--- src/rtl/fetch_controller.sv ---
// Instruction fetch sequencer: drives a req/ready instruction-memory handshake,
// holds each fetched word until decode accepts it, and follows branch/jump redirects.
module fetch_controller #(
  parameter logic [31:0] RESET_PC = 32'h0000_0000,
  parameter int unsigned PC_STEP  = 4
) (
  input  logic        clk,
  input  logic        reset,
  output logic        imem_req,
  output logic [31:0] imem_addr,
  input  logic        imem_ready,
  input  logic [31:0] imem_rdata,
  input  logic        redirect_valid,
  input  logic [31:0] redirect_pc,
  output logic        instr_valid,
  input  logic        instr_ready,
  output logic [31:0] instr_out,
  output logic [31:0] instr_pc,
  output logic        misalign_err,
  output logic [31:0] instr_count
);

  localparam logic [31:0] STEP = 32'(PC_STEP);

  typedef enum logic [2:0] {
    S_IDLE,
    S_FETCH,
    S_VALID,
    S_DISCARD,
    S_HALT
  } state_t;

  state_t      state_q, state_d;
  logic [31:0] pc_q, pc_d;
  logic [31:0] hold_addr_q, hold_addr_d;
  logic [31:0] instr_out_q, instr_out_d;
  logic [31:0] instr_pc_q, instr_pc_d;
  logic [31:0] count_q, count_d;
  logic        misalign_q, misalign_d;
  logic        bad_target;

  always_comb begin
    state_d     = state_q;
    pc_d        = pc_q;
    hold_addr_d = hold_addr_q;
    instr_out_d = instr_out_q;
    instr_pc_d  = instr_pc_q;
    count_d     = count_q;
    misalign_d  = misalign_q;
    bad_target  = redirect_valid && (redirect_pc[1:0] != 2'b00);

    case (state_q)
      S_IDLE: state_d = S_FETCH;

      S_FETCH: begin
        if (bad_target) begin
          state_d    = S_HALT;
          misalign_d = 1'b1;
        end else if (redirect_valid) begin
          // The in-flight address is kept on the bus until memory answers it.
          pc_d        = redirect_pc;
          hold_addr_d = pc_q;
          state_d     = imem_ready ? S_FETCH : S_DISCARD;
        end else if (imem_ready) begin
          instr_out_d = imem_rdata;
          instr_pc_d  = pc_q;
          state_d     = S_VALID;
        end
      end

      S_VALID: begin
        if (bad_target) begin
          state_d    = S_HALT;
          misalign_d = 1'b1;
        end else if (redirect_valid) begin
          pc_d    = redirect_pc;
          state_d = S_FETCH;
          if (instr_ready) count_d = count_q + 32'd1;
        end else if (instr_ready) begin
          pc_d    = pc_q + STEP;
          count_d = count_q + 32'd1;
          state_d = S_FETCH;
        end
      end

      S_DISCARD: begin
        if (bad_target) begin
          state_d    = S_HALT;
          misalign_d = 1'b1;
        end else begin
          if (redirect_valid) pc_d = redirect_pc;
          if (imem_ready) state_d = S_FETCH;
        end
      end

      S_HALT: state_d = S_HALT;

      default: state_d = S_IDLE;
    endcase
  end

  always_ff @(posedge clk) begin
    if (reset) begin
      state_q     <= S_IDLE;
      pc_q        <= RESET_PC;
      hold_addr_q <= 32'h0;
      instr_out_q <= 32'h0;
      instr_pc_q  <= 32'h0;
      count_q     <= 32'h0;
      misalign_q  <= 1'b0;
    end else begin
      state_q     <= state_d;
      pc_q        <= pc_d;
      hold_addr_q <= hold_addr_d;
      instr_out_q <= instr_out_d;
      instr_pc_q  <= instr_pc_d;
      count_q     <= count_d;
      misalign_q  <= misalign_d;
    end
  end

  assign imem_req     = (state_q == S_FETCH) || (state_q == S_DISCARD);
  assign imem_addr    = (state_q == S_DISCARD) ? hold_addr_q : pc_q;
  assign instr_valid  = (state_q == S_VALID);
  assign instr_out    = instr_out_q;
  assign instr_pc     = instr_pc_q;
  assign misalign_err = misalign_q;
  assign instr_count  = count_q;

endmodule

--- config.mk ---
export PLATFORM = sky130hd
export DESIGN_NAME = fetch_controller
export DESIGN_NICKNAME = d
export VERILOG_FILES = /design/src/rtl/fetch_controller.sv
export SDC_FILE = /design/constraint.sdc
export NUM_CORES = 1
export LEC_CHECK = 0
export ABC_CLOCK_PERIOD_IN_PS = 2480
export BUFFER_PORTS_ARGS = -buffer_cell sky130_fd_sc_hd__buf_2
export CAP_MARGIN = 20
export CORE_ASPECT_RATIO = 0.8
export CORE_MARGIN = 2
export CORE_UTILIZATION = 50
export CTS_CLUSTER_DIAMETER = 100
export DETAILED_ROUTE_END_ITERATION = 8
export HOLD_SLACK_MARGIN = 0.1
export PLACE_DENSITY = 0.81
export RECOVER_POWER = 25
export SYNTH_ARGS = -nofsm -noshare
export SYNTH_HDL_FRONTEND = slang
export SYNTH_SLANG_ARGS = --single-unit
export TNS_END_PERCENT = 20
--- constraint.sdc ---
create_clock -name clk -period 2.48 [get_ports clk]
set_input_delay 0.372 -clock clk [delete_from_list [all_inputs] [get_ports clk]]
set_output_delay 0.372 -clock clk [all_outputs]
set_load 0.005 [all_outputs]
==> results.tsv, run 1 <==
stage	metric	value	unit
status	status	complete, but fails checks	
status	violations	DRC	
yosys	synth_edf_count	0	
floorplanning	die_area	15830	sq um
clock_network	cts_tree	done	
power	powerDensity	650.1	nW/um^2
critical_path	critical_path.top_delay_family	buffers and inverters	
yosys	synth_area_per_cell	7.849	sq um
yosys	syn-num-nets	1016	
global_route	grt_pass1_vias	6866	
floorplanning	core_area	14400	sq um
power	power.leakage	3.493	nW
finish	final_cell_mix	nand2_1, dfxtp_1, buf_2, a21oi_1, nor2_1	
route	postRouteAntennaNets	0	
finish	post-route-util	0.6406	
route	drc_errors	18	
flow_run	drv_cap	0	
yosys	synth_top_area_share	0.4426	
yosys	synthTopCellsByArea	dfxtp_1, nand2_1, a21oi_1	
placed_design	dp_hpwl	14640	um
clock_network	cts.sinks	164	
critical_path	end_kind	primary output	
timing	skew	0.007257	ns
clock_network	cts-root-buf	clkbuf_16	
route	wl_per_cell	15.82	um
critical_path	cp.arrival	1.90	ns
critical_path	crit_fanout	20	
worst_hold_path	hold_path_end	instr_out[1]	
critical_path	rr_startpoint	pc_q[2]	
placed_design	post-place-ws	0.3273	ns
critical_path	reg2reg_depth	7	
global_route	antenna_found_initial	3	
timing	slew_headroom	0.6311	
floorplanning	start_util	0.5153	
clock_network	cts.repair.resized	0	
global_route	grt_pass1_wl	34180	um
route	drtIter0Drc	631	
critical_path	required	2.11	ns
critical_path	r2r-end	pc_q[30]	
route	dr.pass1.iters	8	
global_route	track_usage	0.2656	
clock_network	post_cts_buffers	0	
placed_design	dp.cells	1284	
yosys	ys_seq_elements	164	
timing	max_freq	440.4	MHz
clock_network	clk_latency	0.42	ns
critical_path	r2r_slack	0.30	ns
yosys	netlist-cell-type-count	55	
clock_network	clock_path_buffers	2	
global_route	grt_max_degree	62	
critical_path	slowest_delay	0.38	ns
timing	setup_tns	0	ns
yosys	synth_seq_area_share	0.4426	
finish	fin_cells	1317	
clock_network	cts_max_level	4	
worst_hold_path	hold_start	imem_rdata[1]	
timing	setup_viol	0	
global_route	gr-total-overflow	0	
yosys	dominantRegCellSynth	dfxtp_1	
placed_design	placed_cell_area	8655	sq um
worst_hold_path	hold_depth	3	
timing	period_minus_slack	2.271	ns
clock_network	clk_pin_slew_worst_paths	0.06	ns
finish	design_area	9221	sq um
yosys	netlist_instances	945	
timing	rsz0062_at_grt	no	
critical_path	critical_path_buf_inv_count	3	
power	peakVddDrop	570.0	uV
yosys	synth_warnings	0	
clock_network	cts-buffers-inserted	17	
yosys	postSynth.asyncResetShare	0	
finish	layout.nets	1190	
floorplanning	num_rows	39	
floorplanning	die_h	112.9	um
route	viasPerCell	5.667	
critical_path	worst-setup-path-type	reg -> out	
timing	hold_viol_final	0	
timing	finalCritPeriodShare	0.9156	
timing	worst_pin_slew	0.5483	ns
critical_path	path_cells	nand2b_2 > inv_1 > nand2_1 > buf_6 > mux2_2 > buf_2	
yosys	yosysTopAreaCell	dfxtp_1	
timing	fin_ws	0.2094	ns
yosys	synth_area	7417	sq um
critical_path	critPathLaunchType	register	
worst_hold_path	hold_class	in -> reg	
timing	slew_violations	0	
floorplanning	dieWidth	140.2	um
placed_design	gp_congestion	0.8703	
clock_network	postCtsHoldBufs	0	
finish	layout_commonest_cell	nand2_1	
finish	drive_gt1_frac	0.2341	
critical_path	slowest_stage	mux2_2	
placed_design	port_buffers	199	
finish	syn_to_final_growth	24.33	%
route	vias	7464	
floorplanning	io-pin-count	200	
route	routed_wl	20830	um
critical_path	startpoint	state_q[0]	
tightest hold or removal path, cell delays in order:
cell	delay (ns)
buf_2	0.09
nand2_1	0.04
a21oi_1	0.05
power breakdown:
group,switching (mW),leakage [nW],internal [mW],total [mW]
clock,1.04,0.294,1.70,2.74
combinational,0.302,1.87,0.203,0.505
sequential,0.0654,1.32,2.69,2.75
total,1.41,3.49,4.58,6.00
kinds of logic (layout without fill, tap and decap cells):
logic type / count (synthesis) / in the layout / share of synthesized area
and+or+nand+nor: 420 / 420 / 0.2601
AOI/OAI and AO/OA: 210 / 210 / 0.1618
DFF: 164 / 164 / 0.4426
buffers and inverters: 87 / 274 / 0.04639
muxes: 37 / 37 / 0.05617
xor gates and xnor gates: 25 / 25 / 0.02952
adders and majority gates: 2 / 2 / 0.003373
other: 0 / 1 / 0
worst max-delay path by stage:
stage | end | slack [ns] | cells after the start
after global placement | pc_q[17] | 0.41 | 4
after CTS | imem_addr[30] | 0.02 | 6
after detailed placement | pc_q[30] | 0.33 | 7
after floorplan | pc_q[30] | 0.46 | 7
after global routing | imem_addr[30] | 0.11 | 6
final | imem_addr[30] | 0.21 | 6
registers in the layout, summed over array words and instances, names as in the netlist:
register and count:
state_q 3, misalign_err 1, instr_pc 32, hold_addr_q 32, pc_q 32, instr_count 32
instr_out 32
cells in the mapped netlist (all sizes together), types with 2 or more instances:
cell,number
o21ai,28
nor3,12
nand4,21
inv,10
or3,10
a22oi,4
buf,18
nand2,239
nand3b,2
a31oi,6
and4,9
nor2b,2
xnor2,21
a311oi,3
or3b,2
nor3b,3
nor4b,4
a21oi,131
nand2b,4
ha,2
or4,2
o41ai,4
nor4,24
xor2,4
and3,2
mux2,37
nor2,50
o211ai,2
o31ai,7
nand3,26
a21o,5
a211oi,8
dfxtp,164
and2,5
clkbuf,59
layer usage:
layer,track usage,wire (um),vias up
met5,0,21,-
met4,0.1084,607,4
met1,0.3455,8905,3463
li1,-,-,3636
met2,0.4173,9428,312
met3,0.07744,1872,49
layout make-up:
class	instances	area (sq um)
repair buffers	232	1231
clock buffers	25	495.5
inverters	10	37.54
multi-input cells	694	3822
clock inverters	7	118.9
fillers	1260	5174
diodes	1	2.502
well taps	184	230.2
flip-flops and latches	164	3283
per-stage QoR:
step / hold slack, ns / power [mW]
2_1_floorplan: 0.4338 / 3.083
3_3_place_gp: 0.4311 / 3.299
3_5_place_dp: 0.4351 / 3.309
4_1_cts: 0.1676 / 6.034
5_1_grt: 0.1747 / 6.209
6_report: 0.1823 / 5.995
Power figures use the tool's default switching activity.
==> run 2: changes to the inputs <==
- GPL_TIMING_DRIVEN: not set -> 0
==> run 2 against run 1 <==
  * The flow finishes with violations (DRC, setup timing)
  * Core utilization increased by 0.33 points
  * First-iteration DRC count grew 27%
  * Sequential power is essentially flat
  * Wire length increased by 13%
  * Global-route usage up 3.1 points
  * Total power up 2.1%
  * Clock power up 4%
  * Combinational power grew 8.1%
  * Worst setup slack got worse by 0.22 ns
  * Largest cell class unchanged
  * Highest routed layer unchanged
==> results.tsv, run 2 (synthesis results as in run 1) <==
stage	metric	value	unit	change
clock_network	cts_max_level	4		unchanged
route	drtIter0Drc	804		was 631
route	wl_per_cell	17.25	um	was 15.82 um
route	viasPerCell	5.736		was 5.667
global_route	grt_pass1_vias	7284		was 6866
clock_network	cts_tree	done		unchanged
timing	worst_pin_slew	0.8775	ns	was 0.5483 ns
worst_hold_path	hold_depth	3		unchanged
finish	final_cell_mix	nand2_1, buf_2, dfxtp_1, a21oi_1, clkbuf_1		was nand2_1, dfxtp_1, buf_2, a21oi_1, nor2_1
floorplanning	core_area	14400	sq um	unchanged
floorplanning	num_rows	39		unchanged
global_route	gr-total-overflow	0		unchanged
critical_path	reg2reg_depth	8		was 7
clock_network	cts-root-buf	clkbuf_16		unchanged
power	total_power	6.121	mW	was 5.995 mW
timing	finalCritPeriodShare	1.004		was 0.9156
clock_network	clk_pin_slew_worst_paths	0.06	ns	about the same
timing	hold_ws	0.1698	ns	was 0.1823 ns
finish	layout_commonest_cell	nand2_1		unchanged
finish	design_area	9269	sq um	was 9221 sq um
floorplanning	start_util	0.5153		unchanged
route	drc_errors	9		was 18
timing	slew_headroom	0.4105		was 0.6311
placed_design	dp_hpwl	16560	um	was 14640 um
timing	skew	0.007488	ns	was 0.007257 ns
clock_network	cts-buffers-inserted	17		unchanged
timing	fin_ws	-0.01076	ns	was 0.2094 ns
global_route	track_usage	0.2964		was 0.2656
route	postRouteAntennaNets	0		unchanged
status	status	complete, but fails checks		unchanged
critical_path	required	2.77	ns	was 2.11 ns
placed_design	placed_cell_area	8638	sq um	was 8655 sq um
status	violations	DRC, setup timing		was DRC
floorplanning	die_h	112.9	um	unchanged
finish	syn_to_final_growth	24.97	%	was 24.33%
global_route	grt_pass1_wl	37360	um	was 34180 um
route	vias	7801		was 7464
power	peakVddDrop	665.3	uV	was 570.0 uV
timing	setup_viol	1		was 0
finish	fill_cells	1272		was 1260
power	power.leakage	3.519	nW	was 3.493 nW
power	powerDensity	660.4	nW/um^2	was 650.1 nW/um^2
critical_path	end_kind	register		was primary output
floorplanning	die_area	15830	sq um	unchanged
finish	drive_gt1_frac	0.2179		was 0.2341
placed_design	port_buffers	198		was 199
critical_path	worst-setup-path-type	reg -> reg		was reg -> out
critical_path	crit_fanout	10		was 20
route	routed_wl	23460	um	was 20830 um
clock_network	clk_latency	0.44	ns	was 0.42 ns
clock_network	clock_path_buffers	2		unchanged
clock_network	cts.sinks	164		unchanged
placed_design	gp_congestion	0.9836		was 0.8703
floorplanning	dieWidth	140.2	um	unchanged
global_route	grt_max_degree	17		was 62
timing	max_freq	401.5	MHz	was 440.4 MHz
critical_path	critPathLaunchType	register		unchanged
floorplanning	io-pin-count	200		unchanged
timing	slew_violations	0		unchanged
route	dr.pass1.iters	8		unchanged
worst_hold_path	hold_class	in -> reg		unchanged
finish	layout.nets	1233		was 1190
global_route	antenna_found_initial	3		unchanged
timing	rsz0062_at_grt	yes		was no
critical_path	cp.arrival	2.78	ns	was 1.90 ns
timing	period_minus_slack	2.491	ns	was 2.271 ns
flow_run	drv_cap	0		unchanged
timing	hold_viol_final	0		unchanged
run 2: cell count changes in the layout (fill, tap and decap cells not counted), moves of 2 or more:
cell,before,now
buf_4,30,3
dfxtp_2,0,2
buf_2,153,170
clkbuf_1,49,98
dfxtp_1,164,162
buf_12,3,0
clkbuf_2,0,2
clkinv_2,1,3
buf_1,0,3
run 2: area by class of cell:
type,count,area [sq um],share of cell area
timing repair buffer,198,943.4,0.1018
sequential,164,3286,0.3545
tap,184,230.2,0.02484
clock inverter,9,150.1,0.01620
inverter,10,37.54,0.004050
buffer,77,326.6,0.03523
antenna,1,2.502,0.0002700
clock buffer,23,478.0,0.05157
multi-input combinational,694,3815,0.4116
run 2: per-layer routing:
metal	GRT usage	vias up	share of wire
met3	0.09903	48	0.11
met2	0.4657	411	0.45
met5	0	-	0.00081
li1	-	3722	-
met1	0.3847	3616	0.42
met4	0.1030	4	0.020
run 2: power breakdown:
part           total (mW)  leakage (nW)  switching (mW)  internal [mW]
Combinational       0.546          1.89           0.355          0.191
Sequential           2.74          1.33          0.0518           2.69
Clock                2.84         0.303            1.08           1.76
Total                6.12          3.52            1.48           4.64
run 2: critical path: stages (launching register included):
cell      delay (ns)
dfxtp_1         0.31
buf_2           0.18
nand2b_4        0.18
inv_1           0.08
nor2_1          0.49
clkbuf_1        0.52
nor2_1          0.25
a22oi_1         0.21
a31oi_1         0.11
run 2: worst paths after layout:
check | startpoint | to | slack [ns]
max reg2reg | state_q[2] | pc_q[17] | -0.01
max | state_q[2] | pc_q[17] | -0.01
min reg2reg | hold_addr_q[14] | hold_addr_q[14] | 0.45
min | imem_rdata[9] | instr_out[9] | 0.17
run 2: what timing repair did:
action,4_1_cts,5_1_grt
setup buffers,0,0
hold buffers,0,0
pin swaps,0,1
endpoints found under the setup margin,33,88
gates resized for setup,10,9
run 2: per-stage QoR:
step           instances  worst slack [ns]    util    TNS, ns
4_1_cts             1359         -0.001270  0.6459  -0.001270
2_1_floorplan        945            0.4563       -          0
3_5_place_dp        1327           -0.1454  0.6001    -0.2818
5_1_grt             1360          -0.02963  0.6439    -0.2227
6_report            1360          -0.01076  0.6439   -0.01076
3_3_place_gp        1327           -0.1946  0.6001    -0.3795
